`src/rtl/mezz_pwm_bank.sv`:
```
// rtl/mezz_pwm_bank.sv - NUM_CH-channel PWM bank with double-buffered period/duty loaded at terminal count.
// Optional duty soft-start ramp when PWM_SOFTSTART_EN is defined.
module mezz_pwm_bank #(
    parameter int                NUM_CH         = 3,
    parameter int                CNT_W          = 16,
    parameter logic [CNT_W-1:0]  DEFAULT_PERIOD = CNT_W'(999),
    parameter int                SS_STEP        = 1,
    localparam int               CH_W           = (NUM_CH > 1) ? $clog2(NUM_CH) : 1
) (
    input  logic              clk,
    input  logic              rst,
    input  logic [NUM_CH-1:0] ch_en,
    input  logic              cfg_wr_en,
    input  logic [CH_W-1:0]   cfg_wr_ch,
    input  logic [CNT_W-1:0]  cfg_period,
    input  logic [CNT_W-1:0]  cfg_duty,
    output logic              cfg_err,
    output logic [NUM_CH-1:0] pend,
    output logic [NUM_CH-1:0] period_tick,
    output logic [NUM_CH-1:0] pwm_o
);

    // A ramp step of zero would freeze the duty forever.
    if (SS_STEP < 1) begin : g_ss_step_must_be_positive
    end

    logic [CNT_W-1:0]  cnt_q        [NUM_CH];
    logic [CNT_W-1:0]  cnt_d        [NUM_CH];
    logic [CNT_W-1:0]  period_act_q [NUM_CH];
    logic [CNT_W-1:0]  period_act_d [NUM_CH];
    logic [CNT_W-1:0]  duty_act_q   [NUM_CH];
    logic [CNT_W-1:0]  duty_act_d   [NUM_CH];
    logic [CNT_W-1:0]  pend_period_q[NUM_CH];
    logic [CNT_W-1:0]  pend_period_d[NUM_CH];
    logic [CNT_W-1:0]  pend_duty_q  [NUM_CH];
    logic [CNT_W-1:0]  pend_duty_d  [NUM_CH];
    logic [NUM_CH-1:0] pend_q, pend_d;
    logic [NUM_CH-1:0] tick_q, tick_d;
    logic [NUM_CH-1:0] pwm_q, pwm_d;
    logic              cfg_err_q, cfg_err_d;
    logic              wr_valid;

`ifdef PWM_SOFTSTART_EN
    localparam logic [CNT_W-1:0] SS_C = CNT_W'(SS_STEP);

    logic [CNT_W-1:0] target_q[NUM_CH];
    logic [CNT_W-1:0] target_d[NUM_CH];

    function automatic logic [CNT_W-1:0] ss_next(input logic [CNT_W-1:0] cur,
                                                 input logic [CNT_W-1:0] tgt);
        if (cur < tgt)
            return ((tgt - cur) > SS_C) ? cur + SS_C : tgt;
        else
            return ((cur - tgt) > SS_C) ? cur - SS_C : tgt;
    endfunction
`endif

    always_comb begin
        wr_valid  = cfg_wr_en && ({1'b0, cfg_wr_ch} < (CH_W+1)'(NUM_CH));
        cfg_err_d = cfg_wr_en && !wr_valid;
        pend_d    = pend_q;
        tick_d    = '0;
        pwm_d     = '0;
        for (int i = 0; i < NUM_CH; i++) begin
            logic tc;
            logic load;
            cnt_d[i]         = cnt_q[i];
            period_act_d[i]  = period_act_q[i];
            duty_act_d[i]    = duty_act_q[i];
            pend_period_d[i] = pend_period_q[i];
            pend_duty_d[i]   = pend_duty_q[i];
            tc   = (cnt_q[i] == period_act_q[i]);
            // A disabled channel has no boundary to wait for.
            load = pend_q[i] && (!ch_en[i] || tc);

            if (load) begin
                period_act_d[i] = pend_period_q[i];
                pend_d[i]       = 1'b0;
            end
`ifdef PWM_SOFTSTART_EN
            target_d[i] = load ? pend_duty_q[i] : target_q[i];
            if (!ch_en[i])
                duty_act_d[i] = target_d[i];
            else if (tc)
                duty_act_d[i] = ss_next(duty_act_q[i], target_d[i]);
`else
            if (load)
                duty_act_d[i] = pend_duty_q[i];
`endif

            if (ch_en[i]) begin
                cnt_d[i]  = tc ? '0 : cnt_q[i] + 1'b1;
                tick_d[i] = tc;
                pwm_d[i]  = (cnt_q[i] < duty_act_q[i]);
            end else begin
                cnt_d[i] = '0;
            end

            // A write in the TC cycle lands after the load, so it waits for the next TC.
            if (wr_valid && (cfg_wr_ch == CH_W'(i))) begin
                pend_period_d[i] = cfg_period;
                pend_duty_d[i]   = cfg_duty;
                pend_d[i]        = 1'b1;
            end
        end
    end

    always_ff @(posedge clk) begin
        if (rst) begin
            for (int i = 0; i < NUM_CH; i++) begin
                cnt_q[i]         <= '0;
                period_act_q[i]  <= DEFAULT_PERIOD;
                duty_act_q[i]    <= '0;
                pend_period_q[i] <= '0;
                pend_duty_q[i]   <= '0;
`ifdef PWM_SOFTSTART_EN
                target_q[i]      <= '0;
`endif
            end
            pend_q    <= '0;
            tick_q    <= '0;
            pwm_q     <= '0;
            cfg_err_q <= 1'b0;
        end else begin
            for (int i = 0; i < NUM_CH; i++) begin
                cnt_q[i]         <= cnt_d[i];
                period_act_q[i]  <= period_act_d[i];
                duty_act_q[i]    <= duty_act_d[i];
                pend_period_q[i] <= pend_period_d[i];
                pend_duty_q[i]   <= pend_duty_d[i];
`ifdef PWM_SOFTSTART_EN
                target_q[i]      <= target_d[i];
`endif
            end
            pend_q    <= pend_d;
            tick_q    <= tick_d;
            pwm_q     <= pwm_d;
            cfg_err_q <= cfg_err_d;
        end
    end

    assign cfg_err     = cfg_err_q;
    assign pend        = pend_q;
    assign period_tick = tick_q;
    assign pwm_o       = pwm_q;

endmodule
```
`config.mk`:
```
export PLATFORM = sky130hd
export DESIGN_NAME = mezz_pwm_bank
export DESIGN_NICKNAME = d
export VERILOG_FILES = /design/src/rtl/mezz_pwm_bank.sv
export SDC_FILE = /design/constraint.sdc
export NUM_CORES = 1
export LEC_CHECK = 0
export BUFFER_PORTS_ARGS = -buffer_cell sky130_fd_sc_hd__buf_2
export CAP_MARGIN = 20
export CORE_MARGIN = 10
export CORE_UTILIZATION = 30
export DETAILED_ROUTE_END_ITERATION = 10
export PLACE_DENSITY = 0.42
export SLEW_MARGIN = 25
export SYNTH_ARGS = -nofsm -noshare
export SYNTH_HDL_FRONTEND = slang
export SYNTH_SLANG_ARGS = --single-unit
```
`constraint.sdc`:
```
create_clock -name clk -period 3.85 [get_ports clk]
set_input_delay 0.77 -clock clk [delete_from_list [all_inputs] [get_ports clk]]
set_output_delay 0.77 -clock clk [all_outputs]
set_load 0.01 [all_outputs]
```
==> impl_summary.txt, run 1 <==
----------------------------------------------------
[STA]
  Worst Clk Skew ... 0.0215 ns
  Max Fclk ... 0.421 GHz
  Relative max-transition margin ... 39.0%
  Max-slew violation count ... 0
  Min setup slack post-route ... 1.47 ns
  Worst-Margin Slew ... 0.914 ns
  Worst slack on hold paths ... 0.453 ns
  Setup tns final ... 0 ns
  Endpoints failing setup ... 0
  Time the worst path needs with I/O delays and setup ... 2.38 ns
  Number of hold violations in the final report ... 0
  Unrepaired setup endpoints after global routing ... no
  Final worst-path cycle share ... 61.7%

[GRT]
  Maximum number of pins on one net before global-route repair ... 81
  Vias in the first global route ... 7460
  Remaining global-route overflow ... 0
  Global Route Usage Sum ... 13.5%
  Initial antenna violation count ... 0
  First-pass GRT wire length ... 44.6 mm

[Detailed routing]
  Drt initial violations ... 439
  Wire length reported by the detailed router ... 28.4 mm
  DRC violation count after routing ... 0
  Number of detailed-routing iterations run before antenna repair ... 7
  Number of vias in the routed layout ... 7517
  Wire length per cell ... 17.7 um
  Antenna Nets Post-Route ... 0
  Detail-routed via count per cell ... 4.68

[Synth]
  Flip-flop and latch count after synthesis ... 250
  Share of synthesized registers carrying an async set or reset ... 0%
  Unique cell type count in the Yosys netlist ... 41
  Total standard cell area after synthesis ... 0.0102 mm2
  Net count after synthesis ... 1187
  Most used flip-flop cell after synthesis ... dfxtp_1
  Post-synthesis cell count ... 1099
  Sequential-to-total area share from yosys stat ... 49.1%
  Mean cell area of the mapped netlist ... 9.27 um2
  Yosys warnings ... 0
  Number of flops mapped to enable cells by yosys ... 0

[Power]
  Leakage power summed over all cells ... 0.00441 uW
  Power Dens Cells ... 480 mW/mm2
  Power after layout ... 5660 uW
  Peak VDD IR ... 0.000315 V

[Floorplan]
  Cell row count ... 67
  Initial cell density of the core ... 30.4%
  I/O pin count ... 50
  Floorplan die height ... 204 um
  Placeable core region ... 0.0335 mm2
  Overall die area ... 0.0417 mm2
  Die extent in x ... 204 um

[Setup path]
  Crit end category ... flop
  Critical path start-end classification ... reg -> reg
  Largest fanout on the critical path ... 24
  Origin of the critical flop-to-flop path ... cnt_q[0][18]$_SDFF_PP0_
  Crit path launch type ... flop
  Worst path arrival time ... 2.80 ns
  First element of the critical path ... cnt_q[0][18]$_SDFF_PP0_
  Data required time at the worst endpoint ... 4.28 ns

[Clock network]
  Maximum buffer depth of the clock tree ... 3
  Quantity of gates resized following cts ... 0
  Clock root buffer ... clkbuf_16
  Clock latency on the worst-skew pair ... 0.56 ns
  CTS tree ... built
  Clock Pin Slew Worst Setup and Hold Paths ... 0.06 ns
  Number of H-tree levels ... 1
  Clock buffer count from CTS ... 28
  Hold-fix buffers at CTS ... 0
  Setup fix buffers added after clock tree synthesis ... 0
  Total clock sinks ... 250

[Place]
  Detailed-placement wirelength estimate ... 20.3 mm
  Setup Slack @ Placement ... 1.24 ns
  PortBufs ... 49
  Global placement routability congestion ... 0.758

[Status]
  Status ... finished, final reports clean

[Final layout]
  Fraction of layout instances using a drive strength above 1 ... 10.6%
  Growth of design area from synthesis to finish ... 15.7%
  Most frequent cells in the layout ... dfxtp_1, nand2_1, a21oi_1, a22o_1, nor2_1
  Most common cell after layout, fill and taps aside ... dfxtp_1
  Number of antenna repair diodes ... 0
  Nets@finish ... 1225
  Final core utilization ... 35.1%

[Flow run]
  Max cap viols ... 0

[Min path]
  Startpoint of the most critical hold path ... pend_duty_q[0][28]$_SDFFE_PP0P_
  Hold WC Path Type ... reg -> reg

----------------------------------------------------
-- layout make-up --
type | instances | area [um2]
well taps | 448 | 561
flip-flops and latches | 250 | 5000
clock inverters | 13 | 133
repair buffers | 57 | 312
clock buffers | 39 | 822
fillers | 3551 | 21800
multi-input cells | 747 | 4750
inverters | 53 | 199
-- where the power goes --
| group | internal (uW) | total, uW | switching [uW] |
|---|---|---|---|
| Sequential | 2640 | 2680 | 38.2 |
| Combinational | 74.5 | 249 | 175 |
| Clock | 1620 | 2730 | 1110 |
| Total | 4340 | 5660 | 1320 |
-- sequential cells by signal (all words and copies together) (netlist names) --
name and count:
cfg_err 1, cnt_q 48, duty_act_q 48, pend 3, pend_duty_q 48, pend_period_q 48
period_act_q 48, period_tick 3, pwm_o 3
-- cell families after synthesis --
family                     after synthesis  synth area share (%)
adders and majority gates               48                  5.90
AOI/OAI and AO/OA                      246                  17.2
xor gates and xnor gates                90                  7.74
buffers and inverters                  102                  4.30
DFF                                    250                  49.1
and+or+nand+nor                        363                  15.8
-- worst paths after layout --
kind	end	slack (ns)	cells past startpoint
worst max-delay path	duty_act_q[0][21]$_SDFFE_PP0P_	1.47	5
worst min-delay path	pend_duty_q[0][28]$_SDFFE_PP0P_	0.45	2
worst max register to register	duty_act_q[0][21]$_SDFFE_PP0P_	1.47	5
worst min register to register	pend_duty_q[0][28]$_SDFFE_PP0P_	0.45	2
-- metrics by stage --
step	instances	instance area (um2)
after floorplan	1099	10200
after detailed placement	1554	10800
after global routing	1607	11800
final	1607	11800
after CTS	1606	11800
after global placement	1554	10800
-- synthesized netlist by cell type, types with 4 or more instances --
master       n  share of area (%)
dfxtp_1    250                 49
nand2_1    211                7.8
a21oi_1    109                5.4
a22o_1      71                6.1
nor2_1      68                2.5
xor2_1      66                5.7
inv_1       53                2.0
ha_1        48                5.9
clkbuf_1    34                1.3
o22a_1      24                2.1
xnor2_1     24                2.1
nand3_1     19               0.93
a21o_1      12               0.88
nor4_1      10               0.61
nor3_1       9               0.44
buf_2        8               0.39
and3_1       7               0.43
nor2b_1      7               0.43
buf_6        6               0.66
nand2b_1     6               0.37
nand4_1      6               0.37
o2111ai_1    6               0.52
and4_1       5               0.43
nor4_2       4               0.49
-- worst max-delay path: stages, from the launching register on --
cell and delay (ns):
dfxtp_1 0.52, xor2_1 0.14, nor4_2 0.39, nand4_2 0.30
a21o_1 0.54, a22o_1 0.35
-- layer usage --
layer	up-vias	routed length [um]	track usage (%)
li1	3856	-	-
met2	102	12500	20.6
met1	3526	14600	19.3
met4	0	571	3.23
met3	33	844	2.01
met5	-	0	0
Power figures use the tool's default switching activity.
==> inputs of run 2 (changes only) <==
==> constraint.sdc (replaced) <==
create_clock -name clk -period 2.4 [get_ports clk]
set_input_delay 0.48 -clock clk [delete_from_list [all_inputs] [get_ports clk]]
set_output_delay 0.48 -clock clk [all_outputs]
set_load 0.01 [all_outputs]
==> impl_summary.txt, run 2 (same netlist as run 1, synthesis figures left out) <==
----------------------------------------------------
[STA]
  Worst Clk Skew ... 0.00696 ns (-0.0146 ns)
  Relative max-transition margin ... 45.1% (+6.1 points)
  Max-slew violation count ... 0 (unchanged)
  Worst-Margin Slew ... 0.823 ns (-0.0912 ns)
  Unrepaired setup endpoints after global routing ... no
  Endpoints failing setup ... 0 (unchanged)
  Final worst-path cycle share ... 86.7% (+25 points)
  Max Fclk ... 0.481 GHz (+14%)
  Setup tns final ... 0 ns (unchanged)
  Number of hold violations in the final report ... 0 (unchanged)
  Time the worst path needs with I/O delays and setup ... 2.08 ns (-0.295 ns)
  Worst slack on hold paths ... 0.214 ns (-0.238 ns)

[Final layout]
  Most common cell after layout, fill and taps aside ... dfxtp_1
  Growth of design area from synthesis to finish ... 17.2%
  Number of antenna repair diodes ... 0 (unchanged)
  Final core utilization ... 35.6% (+0.47 points)
  Nets@finish ... 1247 (+1.8%)
  Fraction of layout instances using a drive strength above 1 ... 11.6% (+1.0 points)
  Most frequent cells in the layout ... dfxtp_1, nand2_1, a21oi_1, a22o_1, nor2_1

[GRT]
  Vias in the first global route ... 7684 (+3.0%)
  Remaining global-route overflow ... 0 (unchanged)
  Global Route Usage Sum ... 13.7% (+0.22 points)
  Maximum number of pins on one net before global-route repair ... 82 (+1.2%)
  Initial antenna violation count ... 0 (unchanged)
  First-pass GRT wire length ... 45.3 mm (+1.7%)

[Detailed routing]
  Drt initial violations ... 275 (-37%)
  Detail-routed via count per cell ... 4.66 (-0.29%)
  Wire length per cell ... 17.8 um (+0.35%)
  Number of detailed-routing iterations run before antenna repair ... 6 (-1)
  DRC violation count after routing ... 0 (unchanged)
  Wire length reported by the detailed router ... 28.9 mm (+1.5%)
  Number of vias in the routed layout ... 7579 (+0.82%)
  Antenna Nets Post-Route ... 0 (unchanged)

[Clock network]
  Maximum buffer depth of the clock tree ... 3 (unchanged)
  Clock Pin Slew Worst Setup and Hold Paths ... 0.06 ns (about the same)
  Number of H-tree levels ... 1 (unchanged)
  Hold-fix buffers at CTS ... 0 (unchanged)
  Clock root buffer ... clkbuf_16
  Clock buffer count from CTS ... 29 (+3.6%)
  Total clock sinks ... 250 (unchanged)
  Setup fix buffers added after clock tree synthesis ... 0 (unchanged)
  CTS tree ... built
  Quantity of gates resized following cts ... 0 (unchanged)
  Clock latency on the worst-skew pair ... 0.54 ns (-0.02 ns)

[Setup path]
  Data required time at the worst endpoint ... 2.83 ns (-1.45 ns)
  Critical path start-end classification ... reg -> reg
  Crit path launch type ... flop
  Worst path arrival time ... 2.51 ns (-0.29 ns)
  Largest fanout on the critical path ... 8 (-67%)
  Crit end category ... flop

[Place]
  Detailed-placement wirelength estimate ... 20.8 mm (+2.4%)
  PortBufs ... 49 (unchanged)
  Global placement routability congestion ... 0.805 (+6.1%)

[Min path]
  Hold WC Path Type ... in -> reg

[Floorplan]
  Die extent in x ... 204 um (unchanged)
  Overall die area ... 0.0417 mm2 (unchanged)
  Floorplan die height ... 204 um (unchanged)
  Initial cell density of the core ... 30.4% (unchanged)
  Placeable core region ... 0.0335 mm2 (unchanged)
  I/O pin count ... 50 (unchanged)
  Cell row count ... 67 (unchanged)

[Power]
  Peak VDD IR ... 0.000529 V (+68%)
  Power Dens Cells ... 754 mW/mm2 (+57%)
  Leakage power summed over all cells ... 0.00449 uW (+2.0%)

[Flow run]
  Max cap viols ... 0 (unchanged)

[Status]
  Status ... finished, final reports clean

----------------------------------------------------
run 2: cell count changes in the layout (fill, tap and decap cells not counted), moves of 3 or more:
cell	previous run	this run
buf_4	8	26
clkbuf_1	3	7
clkinv_2	8	5
clkbuf_8	8	4
buf_12	0	4
run 2: through the flow:
| stage | setup WS [ns] | area (um2) | std cells | total power [uW] |
|---|---|---|---|---|
| final | 0.320 | 11900 | 1625 | 9000 |
| after floorplan | 0.564 | 10200 | 1099 | 4600 |
| after detailed placement | 0.342 | 11000 | 1576 | 4820 |
| after CTS | 0.322 | 11900 | 1625 | 9140 |
| after global routing | 0.189 | 11900 | 1625 | 9340 |
| after global placement | 0.352 | 11000 | 1576 | 4820 |
run 2: layer usage:
metal | vias up | GRT usage [%] | routed length (um)
met4 | 0 | 3.62 | 626
met1 | 3541 | 19.2 | 14500
met2 | 103 | 21.3 | 12700
met3 | 40 | 2.04 | 1080
met5 | - | 0 | 0
li1 | 3895 | - | -
run 2: final timing paths:
check,startpoint,end,slack (ns),depth (start not counted)
max,cnt_q[0][12]$_SDFF_PP0_,period_act_q[0][6]$_SDFFE_PP1P_,0.32,6
max reg2reg,cnt_q[0][12]$_SDFF_PP0_,period_act_q[0][6]$_SDFFE_PP1P_,0.32,6
min,cfg_duty[4],pend_duty_q[0][36]$_SDFFE_PP0P_,0.21,3
min reg2reg,pend_duty_q[0][14]$_SDFFE_PP0P_,pend_duty_q[0][14]$_SDFFE_PP0P_,0.45,2
run 2: final cells by class:
type | instances | area (um2)
Clock inverter | 9 | 101
Tap cell | 448 | 561
Inverter | 53 | 199
Timing Repair Buffer | 78 | 515
Multi-Input combinational cell | 747 | 4750
Clock buffer | 40 | 807
Fill cell | 3535 | 21600
Sequential cell | 250 | 5000
run 2: report_power, final:
group          switching [uW]  leakage (uW)  internal, uW
combinational             284       0.00202           139
sequential               62.7       0.00202          4230
clock                    1740      0.000446          2540
run 2: critical path, stage by stage, from the launching register on:
cell and delay, ns:
dfxtp_1 0.35, xor2_1 0.16, nor4_1 0.45, nand4_2 0.18, buf_4 0.20, a211o_1 0.41, o22a_1 0.21
